`src/rtl/fetch_sequencer.sv`:
```
// ============================================================================
// fetch_sequencer : owns the PC, drives req/ack instruction fetches, buffers
//                   returned words in a 2-entry FIFO for decode.
// Revision        : 1.0
// ============================================================================
`timescale 1ns/1ps
`default_nettype none

module fetch_sequencer #(
  parameter logic [31:0] RESET_PC = 32'h0,
  parameter int unsigned PC_STEP  = 4,
  parameter int unsigned MAX_WAIT = 15
) (
  input  logic        clk,
  input  logic        reset,
  input  logic        run,
  output logic        imem_req,
  output logic [31:0] imem_addr,
  input  logic        imem_ack,
  input  logic [31:0] imem_data,
  output logic        out_valid,
  input  logic        out_ready,
  output logic [31:0] out_instr,
  output logic [31:0] out_pc,
  input  logic        redirect,
  input  logic [31:0] redirect_pc,
  output logic        busy,
  output logic        fetch_err
);

  typedef enum logic [1:0] {
    IDLE  = 2'd0,
    FETCH = 2'd1,
    DRAIN = 2'd2,
    ERR   = 2'd3
  } state_t;

  localparam logic [31:0] STEP       = 32'(PC_STEP);
  localparam logic [7:0]  WAIT_LIMIT = 8'(MAX_WAIT - 1);

  state_t      state;
  logic [31:0] pc;
  logic [31:0] fifo_pc    [2];
  logic [31:0] fifo_instr [2];
  logic        rd_ptr;
  logic        wr_ptr;
  logic [1:0]  count;
  logic [7:0]  wait_cnt;

  logic        pop;
  logic        push;
  logic        timeout;
  logic [1:0]  count_next;
  logic [31:0] pc_inc;

  assign pop        = (count != 2'd0) && out_ready;
  assign push       = imem_req && imem_ack && (state == FETCH) && !redirect;
  assign count_next = count + {1'b0, push} - {1'b0, pop};
  // Fires on the MAX_WAIT-th consecutive cycle of an unanswered request.
  assign timeout    = imem_req && !imem_ack && (wait_cnt >= WAIT_LIMIT);
  assign pc_inc     = pc + STEP;

  assign out_valid  = (count != 2'd0);
  assign out_pc     = fifo_pc[rd_ptr];
  assign out_instr  = fifo_instr[rd_ptr];
  assign busy       = imem_req;

  always_ff @(posedge clk or negedge reset) begin
    if (!reset) begin
      state         <= IDLE;
      pc            <= RESET_PC;
      imem_req      <= 1'b0;
      imem_addr     <= RESET_PC;
      fetch_err     <= 1'b0;
      wait_cnt      <= 8'd0;
      count         <= 2'd0;
      rd_ptr        <= 1'b0;
      wr_ptr        <= 1'b0;
      fifo_pc[0]    <= 32'd0;
      fifo_pc[1]    <= 32'd0;
      fifo_instr[0] <= 32'd0;
      fifo_instr[1] <= 32'd0;
    end else begin
      if (!imem_req || imem_ack) begin
        wait_cnt <= 8'd0;
      end else if (wait_cnt != 8'hFF) begin
        wait_cnt <= wait_cnt + 8'd1;
      end

      if (redirect) begin
        count  <= 2'd0;
        rd_ptr <= 1'b0;
        wr_ptr <= 1'b0;
      end else begin
        if (push) begin
          fifo_pc[wr_ptr]    <= imem_addr;
          fifo_instr[wr_ptr] <= imem_data;
          wr_ptr             <= ~wr_ptr;
        end
        if (pop) begin
          rd_ptr <= ~rd_ptr;
        end
        count <= count_next;
      end

      if (redirect) begin
        pc        <= redirect_pc & ~32'h3;
        fetch_err <= 1'b0;
        // An unanswered request must still complete before refetching.
        if (imem_req && !imem_ack) begin
          state <= DRAIN;
        end else begin
          state    <= FETCH;
          imem_req <= 1'b0;
        end
      end else begin
        case (state)
          IDLE: begin
            if (run) begin
              state     <= FETCH;
              imem_req  <= 1'b1;
              imem_addr <= pc;
            end
          end
          FETCH: begin
            if (imem_req) begin
              if (imem_ack) begin
                pc <= pc_inc;
                // Back-to-back only if the FIFO will still have room after this push.
                if (run && (count_next < 2'd2)) begin
                  imem_addr <= pc_inc;
                end else begin
                  imem_req <= 1'b0;
                end
              end else if (timeout) begin
                state     <= ERR;
                imem_req  <= 1'b0;
                fetch_err <= 1'b1;
              end
            end else if (run && (count < 2'd2)) begin
              imem_req  <= 1'b1;
              imem_addr <= pc;
            end
          end
          DRAIN: begin
            if (imem_ack) begin
              state    <= FETCH;
              imem_req <= 1'b0;
            end else if (timeout) begin
              state     <= ERR;
              imem_req  <= 1'b0;
              fetch_err <= 1'b1;
            end
          end
          ERR: begin
            imem_req <= 1'b0;
          end
          default: begin
            state    <= IDLE;
            imem_req <= 1'b0;
          end
        endcase
      end
    end
  end

endmodule

`default_nettype wire

```
`config.mk`:
```
export PLATFORM = sky130hd
export DESIGN_NAME = fetch_sequencer
export DESIGN_NICKNAME = d
export VERILOG_FILES = /design/src/rtl/fetch_sequencer.sv
export SDC_FILE = /design/constraint.sdc
export NUM_CORES = 1
export LEC_CHECK = 0
export BUFFER_PORTS_ARGS = -buffer_cell sky130_fd_sc_hd__buf_4
export CORE_UTILIZATION = 60
export CTS_BUF_LIST = sky130_fd_sc_hd__clkbuf_2 sky130_fd_sc_hd__clkbuf_4 sky130_fd_sc_hd__clkbuf_8
export DETAILED_ROUTE_END_ITERATION = 6
export GPL_TIMING_DRIVEN = 1
export PLACE_DENSITY_LB_ADDON = 0.12
export REMOVE_ABC_BUFFERS = 1
export SYNTH_ARGS = -nofsm -noshare
export SYNTH_HDL_FRONTEND = slang
export SYNTH_SLANG_ARGS = --single-unit
```
`constraint.sdc`:
```
create_clock -name clk -period 5.67 [get_ports clk]
set_clock_uncertainty 0.1 [all_clocks]
set_input_delay 1.701 -clock clk [delete_from_list [all_inputs] [get_ports clk]]
set_output_delay 1.701 -clock clk [all_outputs]
set_load 0.05 [all_outputs]
```
==> metrics.txt, run 1 <==
clk_lat worst skew=460 ps; Mapped Area=9772 um^2; RSZ-0062 raised after global routing=no; Vias=6,540; outcome=completed; Core Area=15,890 um^2; LEAKAGE=5.451 nW; power per standard cell area=568.6 nW/um^2; gp weighted congestion=0.8446; sequential fraction of the synthesis area=51.22%; Final Hold Fails=0; nets=1,017; Initial Util=61.52%; layout cell share with drive strength beyond 1=29.89%; async set-reset flop share out of synthesis=100.0%; Post-DRT Antenna Nets=0; Routed WL per cell=17.31 um; vias in the first global route=6,635; number of H-tree levels=4; max-cap violations=0; Port Buffers=163; cell accounting for the most synthesized area=dfrtp_1; Hold WS=392.4 ps; Yosys reg bits=200; DRT iter0 DRCs=377; CP arrival=2570 ps; Post-route DRC=0; Finished Layout Cells=1,166; die width=129.6 um; DIE AREA=16,800 um^2; synth unique cells=48; worst-margin pin slew=954.9 ps; Syn Inst Count=797; first-pass GRT wire length=32,870 um; Synth warnings=0; total inserted antenna cells=0; CTS tree=built; clk sink count=200; first-pass detailed-route iteration total=4; # hold bufs at CTS=0; critical path class=flop to output pin; max-slew violations=0; EDFF count, synth=0; Worst Setup Start Kind=flop; Placed Cells=1,134; largest net degree at the start of global routing=114; Worst Path Max Fanout=36; worst vdd ir=0.0002951 V; TritonCTS Buffers=17; synth top area cells=dfrtp_1 (51%), mux2_1 (18%), mux2_2 (7.5%); All-Layer GR Usage=25.33%; Mean Syn Cell Area=12.26 um^2; Post-CTS Resized=0; antenna violations before repair=0; Tmin final=4368 ps; clock root cell=clkbuf_8; Layout area overhead=17.40%; Fill cells=1,165; Routed WL=20,180 um; HPWL Detailed=14,030 um; Max Fclk=228.9 MHz; WP data required=3870 ps; internal reg-to-reg setup slack=1930 ps; share of the synthesized area in the top cell type=51.22%; Synth Flop Type=dfrtp_1; Hold/Removal Path Class=flop to flop; Finish-stage setup viols=0; nature of the critical path endpoint=output pin; total gr overflow=0; Placed Instance Area=11,080 um^2; Die Y=129.6 um; Row Count=46; Final period util=77.03%; # IOs=170; setup_tns=0 ps; CTS clock-pin slew for the worst setup and hold paths=100 ps; Worst slew margin=36.34%; Final Cell Area=11,470 um^2; Clock Path Buffers=2; vias per cell=5.609; number of setup buffers added after CTS=0
area by class of cell:
type	count	area (um^2)	share of cell area [%]
inverters	7	26.28	0.2290
clock buffers	18	247.7	2.159
repair buffers	171	1290	11.24
multi-input cells	540	4491	39.14
flip-flops and latches	200	5006	43.64
clock inverters	14	141.4	1.232
well taps	216	270.3	2.356
registers in the layout (all words and copies together) (netlist names):
register and count:
fetch_err 1, imem_addr 30, rd_ptr 1, wait_cnt 8, pc 30, fifo_instr 64
fifo_pc 60, count 2, busy 1, state 2, wr_ptr 1
through the flow:
stage	worst slack (ps)	util, %	total power [W]
after global routing	1201	72.22	0.006860
final	1302	72.22	0.006523
after floorplan	579.0	-	0.004672
after detailed placement	1130	69.77	0.005689
after global placement	1197	69.77	0.005547
after CTS	1295	72.22	0.006576
per-layer routing:
layer  vias to the layer above  GRT usage (%)  routed length [um]
li1                       3060              -                   -
met1                      3295          33.44                8980
met2                       160          42.88               10100
met3                        25          4.294                 795
met4                         0          7.866                 302
met5                         -              0                   0
final timing paths:
| check | from | cells past startpoint | to |
|---|---|---|---|
| max | rd_ptr$_DFFE_PN0P_ | 3 | out_instr[19] |
| min | fifo_pc[52]$_DFFE_PN0P_ | 1 | fifo_pc[52]$_DFFE_PN0P_ |
| max reg2reg | state[1]$_DFFE_PN0P_ | 14 | imem_addr[15]$_DFFE_PN0P_ |
| min reg2reg | fifo_pc[52]$_DFFE_PN0P_ | 1 | fifo_pc[52]$_DFFE_PN0P_ |
| max in group asynchronous | reset | 2 | fifo_pc[58]$_DFFE_PN0P_ |
| min in group asynchronous | reset | 1 | fifo_instr[48]$_DFFE_PN0P_ |
critical path, cell delays in order (launching register included):
cell and delay [ps]:
dfrtp_2 920, buf_4 570, mux2_2 410, buf_4 190
where the power goes:
part           total (W)  switching [W]  internal, W
registers        0.00240       0.000406      0.00199
logic            0.00324        0.00205      0.00119
clock network   0.000886       0.000516     0.000370
total            0.00652        0.00297      0.00355
synth_stat cells (2+ instances only):
cell type	number
a211oi_1	2
a21boi_1	2
a21o_1	2
a21oi_1	7
a31oi_1	4
and2_1	5
and3_1	16
buf_1	5
buf_2	19
buf_4	12
clkbuf_1	14
clkbuf_2	2
dfrtp_1	200
ha_1	10
inv_1	6
mux2_1	152
mux2_2	65
nand2_1	56
nand2b_1	4
nand3_1	25
nand3_2	2
nand4_1	25
nor2_1	25
nor2b_1	5
nor3_1	2
nor3_2	2
nor4_1	2
nor4_4	2
o21ai_0	22
o21ai_1	20
o21bai_1	2
or2_2	2
xnor2_1	35
xor2_1	29
logic make-up (layout without fill, tap and decap cells):
| family | Yosys count | in the layout | share of synthesized area, % |
|---|---|---|---|
| compound gates | 65 | 65 | 3.790 |
| mux | 218 | 218 | 25.11 |
| flops | 200 | 200 | 51.22 |
| xor+xnor | 64 | 64 | 5.736 |
| fa+ha+maj | 10 | 10 | 1.280 |
| other cells | 1 | 4 | 0.03838 |
| buf+inv | 60 | 210 | 3.111 |
| simple gates | 179 | 179 | 9.718 |
cells in the final DEF, fill, tap and decap left out, types with 4 or more instances in the layout:
cell type	netlist	final
dfrtp_1	200	199
buf_4	12	170
mux2_1	152	152
mux2_2	65	65
nand2_1	56	55
xnor2_1	35	35
xor2_1	29	29
nand3_1	25	25
nor2_1	25	25
nand4_1	25	25
o21ai_0	22	22
o21ai_1	20	19
clkbuf_8	0	19
and3_1	16	16
ha_1	10	10
a21oi_1	7	7
inv_1	6	6
and2_1	5	5
nor2b_1	5	5
a31oi_1	4	4
nand2b_1	4	4
conb_1	1	4
clkinvlp_4	0	4
inv_6	0	4
No activity file was read; power rests on OpenSTA's default activity.
==> run 2, diff against run 1 <==
--- a/config.mk
+++ b/config.mk
@@ -5,8 +5,9 @@
 export SDC_FILE = /design/constraint.sdc
 export NUM_CORES = 1
 export LEC_CHECK = 0
+export ABC_AREA = 1
 export BUFFER_PORTS_ARGS = -buffer_cell sky130_fd_sc_hd__buf_4
-export CORE_UTILIZATION = 60
+export CORE_UTILIZATION = 59
 export CTS_BUF_LIST = sky130_fd_sc_hd__clkbuf_2 sky130_fd_sc_hd__clkbuf_4 sky130_fd_sc_hd__clkbuf_8
 export DETAILED_ROUTE_END_ITERATION = 6
 export GPL_TIMING_DRIVEN = 1
==> constraint.sdc (replaced) <==
create_clock -name clk -period 4.1 [get_ports clk]
set_clock_uncertainty 0.1 [all_clocks]
set_input_delay 1.23 -clock clk [delete_from_list [all_inputs] [get_ports clk]]
set_output_delay 1.23 -clock clk [all_outputs]
set_load 0.05 [all_outputs]
==> run 2 against run 1 <==
Against the previous run:
- flip-flop and latch count did not move
- critical endpoint is now out_pc[12]
- die area grew 5.5%
- area after synthesis is 3.9% higher
- final cell count grew 49%
- register-to-register slack lost 1000 ps
==> metrics.txt, run 2 <==
Hold/Removal Path Class=flop to flop; # IOs=170 (unchanged); Yosys reg bits=200 (unchanged); Tmin final=3315 ps; Routed WL=23,820 um (+18%); largest net degree at the start of global routing=93 (-18%); share of the synthesized area in the top cell type=49.31% (-1.9 points); GR Util met3=4.338% (+0.044 points); critical path class=flop to output pin; clock power share=14.4% (+0.8 points); Layout area overhead=17.37% (about the same); setup_tns=0 ps (unchanged); gp weighted congestion=0.9258 (+9.6%); Combinational Power Share=51.6% (+1.9 points); Vias=9,008 (+38%); Post-DRT Antenna Nets=0 (unchanged); total inserted antenna cells=0 (unchanged); worst-margin pin slew=756.2 ps (-198.7 ps); CTS tree=built; commonest non-fill, non-tap cell in the layout=nand2_1; # hold bufs at CTS=0 (unchanged); Routed WL per cell=13.71 um (-21%); GRT busiest layer=met2; worst r2r src=state[1]$_DFFE_PN0P_; EDFF count, synth=0 (unchanged); RSZ-0062 raised after global routing=no; synth unique cells=38 (-21%); max-cap violations=0 (unchanged); Mean Syn Cell Area=7.419 um^2 (-39%); most frequent cells after synthesis=nand2_1 (593), dfrtp_1 (200), inv_1 (114), o21ai_1 (113), nor2_1 (91); outcome=completed; layout cell share with drive strength beyond 1=15.55% (-14 points); Clock Path Buffers=2 (unchanged); top-count cell post-synth=nand2_1; met2 usage in global routing=45.75% (+2.9 points); Sw Share=49.44% (+3.9 points); NetSw=0.004475 W (+51%); max-slew violations=0 (unchanged); first-pass detailed-route iteration total=6 (+2); vias in the first global route=8,217 (+24%); async set-reset flop share out of synthesis=100.0% (unchanged); Core Area=16,700 um^2 (+5.1%); antenna violations before repair=0 (unchanged); die width=133.2 um (+2.7%); Synth warnings=0 (unchanged); TritonCTS Buffers=17 (unchanged); vias per cell=5.183 (-7.6%); post-layout util=71.33% (-0.89 points); All-Layer GR Usage=27.73% (+2.4 points); Final period util=80.86%; Row Count=47 (+2.2%); DRT iter0 DRCs=709 (+88%); first-pass GRT wire length=39,400 um (+20%); nature of the critical path endpoint=output pin; Post-route DRC=0 (unchanged); Initial Util=60.77% (-0.74 points); CTS clock-pin slew for the worst setup and hold paths=100 ps (about the same); Worst slew margin=49.59% (+13 points); Port Buffers=163 (unchanged); worst setup path start=rd_ptr$_DFFE_PN0P_; power per standard cell area=759.7 nW/um^2 (+34%); hold_sp=fifo_instr[25]$_DFFE_PN0P_; worst vdd ir=0.0005529 V (+87%); Pint=0.004575 W (+29%); Syn Inst Count=1,368 (+72%); Finish-stage setup viols=0 (unchanged); nets=1,586 (+56%); cell accounting for the most synthesized area=dfrtp_1; Post-CTS Resized=0 (unchanged); clk_lat worst skew=480 ps (+20 ps); Synth Flop Type=dfrtp_1; WP data required=2770 ps (-1100 ps); met1 Usage GRT=37.63% (+4.2 points); number of H-tree levels=4 (unchanged); synth top area cells=dfrtp_1 (49%), nand2_1 (22%), o21ai_1 (5.6%); sequential power share=34.1% (-2.7 points); Worst Path Max Fanout=37 (+2.8%); Worst Setup Start Kind=flop; number of setup buffers added after CTS=0 (unchanged); Biggest register=fifo_instr; Die Y=133.2 um (+2.7%); largest registers=fifo_instr: 64 flops, fifo_pc: 60 flops; HPWL Detailed=16,210 um (+16%); Largest register FFs=64 (unchanged); total gr overflow=0 (unchanged); LEAKAGE=6.240 nW (+14%); Max Fclk=301.7 MHz; CP arrival=1990 ps (-580 ps); most frequent cells in the layout=nand2_1 (593), dfrtp_1 (199), buf_4 (173); Final Hold Fails=0 (unchanged); clock root cell=clkbuf_8; DIE AREA=17,730 um^2 (+5.5%); sequential fraction of the synthesis area=49.31% (-1.9 points); clk sink count=200 (unchanged); Mapped Area=10,150 um^2 (+3.9%)
## run 2: cell count changes in the layout (fill, tap and decap cells not counted), sizes merged, moves of 10 or more
cell / before / now
o21ai: 42 / 163
and3: 16 / 0
nand4: 25 / 4
inv: 12 / 125
xor2: 29 / 7
o211ai: 0 / 14
nand2: 56 / 597
mux2: 217 / 0
nor2: 26 / 94
xnor2: 35 / 0
nand3: 27 / 64
buf: 170 / 180
## run 2: logic make-up (layout without fill, tap and decap cells)
group                    Yosys count  in the layout  synth area share, %
AND/OR/NAND/NOR                  768            768                30.03
flip-flops                       200            200                49.31
AO/OA/AOI/OAI                    196            196                10.50
buffers and inverters            186            333                8.284
adder cells (fa/ha/maj)           10             10                1.233
XOR/XNOR                           7              7               0.6041
other                              1              4              0.03695
## run 2: final timing paths
check	endpoint	slack, ps	cells after the start
min in group asynchronous	fifo_instr[49]$_DFFE_PN0P_	650	1
max	out_pc[12]	780	5
min	fifo_instr[25]$_DFFE_PN0P_	390	2
min reg2reg	fifo_instr[25]$_DFFE_PN0P_	390	2
max in group asynchronous	pc[16]$_DFFE_PN0P_	2520	2
max reg2reg	imem_addr[24]$_DFFE_PN0P_	930	18
## run 2: power by group through the flow
stage	Clock (W)	Sequential, W	Combinational [W]
after detailed placement	0	0.00312	0.00468
final	0.00130	0.00309	0.00467
after floorplan	0	0.00354	0.00277
after global routing	0.00139	0.00318	0.00505
after global placement	0	0.00309	0.00460
after CTS	0.00132	0.00308	0.00469
## run 2: layout make-up
cell class	count	area, um^2
clock inverter	13	163.9
clock buffer	18	241.5
sequential	200	5006
timing repair buffer	181	1453
fill	1431	4788
tap	220	275.3
inverter	121	457.9
multi-input combinational	985	4315
## run 2: routing by layer
metal	routed length, um	vias up	share of wire [%]
met3	1182	28	5.0
met2	11530	261	48
met5	0	-	0
li1	-	4550	-
met1	10760	4169	45
met4	357	0	1.5
## run 2: critical path, stage by stage (launching register included)
cell	delay, ps
dfrtp_2	420
inv_2	420
buf_12	280
nand2_1	90
nand2_1	70
buf_4	210
## run 2: per-stage QoR
| step | worst slack (ps) | hold slack, ps | std cells | total power (W) | cell area (um^2) |
|---|---|---|---|---|---|
| 2_1_floorplan | 257.9 | 353.4 | 1306 | 0.006308 | 9778 |
| 5_1_grt | 578.3 | 413.9 | 1738 | 0.009615 | 11910 |
| 3_5_place_dp | 498.1 | 369.1 | 1707 | 0.007795 | 11510 |
| 3_3_place_gp | 537.9 | 365.3 | 1707 | 0.007693 | 11510 |
| 4_1_cts | 756.0 | 394.0 | 1738 | 0.009094 | 11910 |
| 6_report | 784.9 | 391.1 | 1738 | 0.009050 | 11910 |
==> run 3, diff against run 2 <==
--- a/config.mk
+++ b/config.mk
@@ -5,9 +5,9 @@
 export SDC_FILE = /design/constraint.sdc
 export NUM_CORES = 1
 export LEC_CHECK = 0
-export ABC_AREA = 1
+export ABC_AREA = 0
 export BUFFER_PORTS_ARGS = -buffer_cell sky130_fd_sc_hd__buf_4
-export CORE_UTILIZATION = 59
+export CORE_UTILIZATION = 58
 export CTS_BUF_LIST = sky130_fd_sc_hd__clkbuf_2 sky130_fd_sc_hd__clkbuf_4 sky130_fd_sc_hd__clkbuf_8
 export DETAILED_ROUTE_END_ITERATION = 6
 export GPL_TIMING_DRIVEN = 1
==> constraint.sdc (replaced) <==
create_clock -name clk -period 3.5 [get_ports clk]
set_clock_uncertainty 0.1 [all_clocks]
set_input_delay 1.05 -clock clk [delete_from_list [all_inputs] [get_ports clk]]
set_output_delay 1.05 -clock clk [all_outputs]
set_load 0.05 [all_outputs]
==> run 3 against run 2 <==
Against the previous run:
- final area down 2.3%
- die area down 2.0%
- core utilization down 0.87 points
- routed wire length down 15%
- flip-flop and latch count unchanged
- first-iteration DRC count down 43%
- highest routed layer unchanged
==> metrics.txt, run 3 (synthesis gave the netlist of run 1 again) <==
outcome=completed; Final Hold Fails=0 (unchanged); antenna violations before repair=0 (unchanged); clk_lat worst skew=470 ps (about the same); gp weighted congestion=0.8721 (-5.8%); Worst Setup Start Kind=flop; CP arrival=1990 ps (about the same); power per standard cell area=916.7 nW/um^2 (+21%); total gr overflow=0 (unchanged); number of setup buffers added after CTS=0 (unchanged); Routed WL per cell=17.22 um (+26%); # hold bufs at CTS=0 (unchanged); Post-CTS Resized=0 (unchanged); All-Layer GR Usage=25.03% (-2.7 points); worst vdd ir=0.0005205 V (-5.9%); Routed WL=20,320 um (-15%); Post-DRT Antenna Nets=0 (unchanged); CTS tree=built; HPWL Detailed=14,370 um (-11%); Vias=6,520 (-28%); Layout area overhead=19.16%; Port Buffers=163 (unchanged); setup ws final=357.8 ps (-427.2 ps); Placed Cells=1,148 (-33%); Final period util=89.78%; Row Count=47 (unchanged); Worst Path Max Fanout=23 (-38%); CP max stage delay=690 ps (+270 ps); vias per cell=5.525 (+6.6%); max-cap violations=0 (unchanged); max-slew violations=0 (unchanged); Post-route DRC=0 (unchanged); total inserted antenna cells=0 (unchanged); CTS clock-pin slew for the worst setup and hold paths=90 ps (about the same); first-pass GRT wire length=34,990 um (-11%); Finish-stage setup viols=0 (unchanged); largest net degree at the start of global routing=90 (-3.2%); WP data required=2350 ps (-420 ps); Largest register FFs=64 (unchanged); Initial Util=59.14% (-1.6 points); vias in the first global route=7,010 (-15%); most frequent cells in the layout=dfrtp_1 (199), buf_4 (173), mux2_1 (152); critical path class=flop to output pin; Core Area=16,520 um^2 (-1.1%); commonest non-fill, non-tap cell in the layout=dfrtp_1; Hold/Removal Path Class=flop to flop; LEAKAGE=5.536 nW (-11%); Tmin final=3142 ps; Finished Layout Cells=1,180 (-32%); first-pass detailed-route iteration total=6 (unchanged); Max Fclk=318.2 MHz; clk sink count=200 (unchanged); nets=1,027 (-35%); RSZ-0062 raised after global routing=no; Biggest register=fifo_instr; die width=131.8 um (-1.0%); TritonCTS Buffers=17 (unchanged); critical-path cell list=buf_12, mux2_2, buf_4; worst slack at placement=86.04 ps (-412.1 ps); Worst slew margin=37.51% (-12 points); Slowest cell on crit path=dfrtp_2; worst-margin pin slew=937.3 ps (+181.1 ps); DRT iter0 DRCs=403 (-43%); number of H-tree levels=4 (unchanged); # IOs=170 (unchanged); Clock Path Buffers=2 (unchanged); largest registers=fifo_instr: 64 flops, fifo_pc: 60 flops; Power, Total=0.01067 W (+18%); layout cell share with drive strength beyond 1=30.63% (+15 points); Fill cells=1,229 (-14%); DIE AREA=17,370 um^2 (-2.0%); Die Y=131.8 um (-1.0%); clock root cell=clkbuf_8; nature of the critical path endpoint=output pin; Hold WS=391.2 ps (+0.1270 ps)
[run 3: power breakdown]
part / leakage (nW) / total, W / internal [W] / switching, W
clock: 0.190 / 0.00143 / 0.000600 / 0.000831
combinational: 2.79 / 0.00539 / 0.00201 / 0.00338
sequential: 2.56 / 0.00385 / 0.00323 / 0.000626
total: 5.54 / 0.0107 / 0.00584 / 0.00484
[run 3: metrics by stage]
step | setup TNS (ps) | utilization (%) | area (um^2)
after floorplan | -75990 | - | 9505
after global placement | 0 | 68.13 | 11260
after detailed placement | 0 | 68.13 | 11260
after CTS | 0 | 70.46 | 11640
after global routing | 0 | 70.46 | 11640
final | 0 | 70.46 | 11640
[run 3: metal layers]
metal | up-vias | track usage, % | share of wire, %
met5 | - | 0 | 0
met4 | 0 | 7.494 | 1.5
met3 | 23 | 4.075 | 3.9
met2 | 181 | 42.00 | 50
met1 | 3229 | 33.62 | 44
li1 | 3087 | - | -
[run 3: layout make-up]
cell class              count  area (um^2)  share of cell area, %
inverters                   7        26.28                 0.2257
well taps                 220        275.3                  2.364
clock inverters            14        137.6                  1.182
clock buffers              18        247.7                  2.128
multi-input cells         540         4498                  38.63
flip-flops and latches    200         5006                  42.99
repair buffers            181         1453                  12.48
[run 3: path summary, 6_finish.rpt]
kind / startpoint / to / slack (ps) / cells past startpoint
worst max-delay path: rd_ptr$_DFFE_PN0P_ / out_pc[24] / 360 / 3
worst max register to register: state[1]$_DFFE_PN0P_ / imem_addr[10]$_DFFE_PN0P_ / 510 / 14
worst min register to register: fifo_pc[41]$_DFFE_PN0P_ / fifo_pc[41]$_DFFE_PN0P_ / 390 / 1
min in group asynchronous: reset / fifo_instr[47]$_DFFE_PN0P_ / 520 / 1
max in group asynchronous: reset / fifo_pc[24]$_DFFE_PN0P_ / 2070 / 2
worst min-delay path: fifo_pc[41]$_DFFE_PN0P_ / fifo_pc[41]$_DFFE_PN0P_ / 390 / 1
[run 3: critical path, delay by kind of cell, from the launching register on]
family	cells	cell delay, ps
multiplexers	1	370
buffers and inverters	2	450
flip-flops	1	690
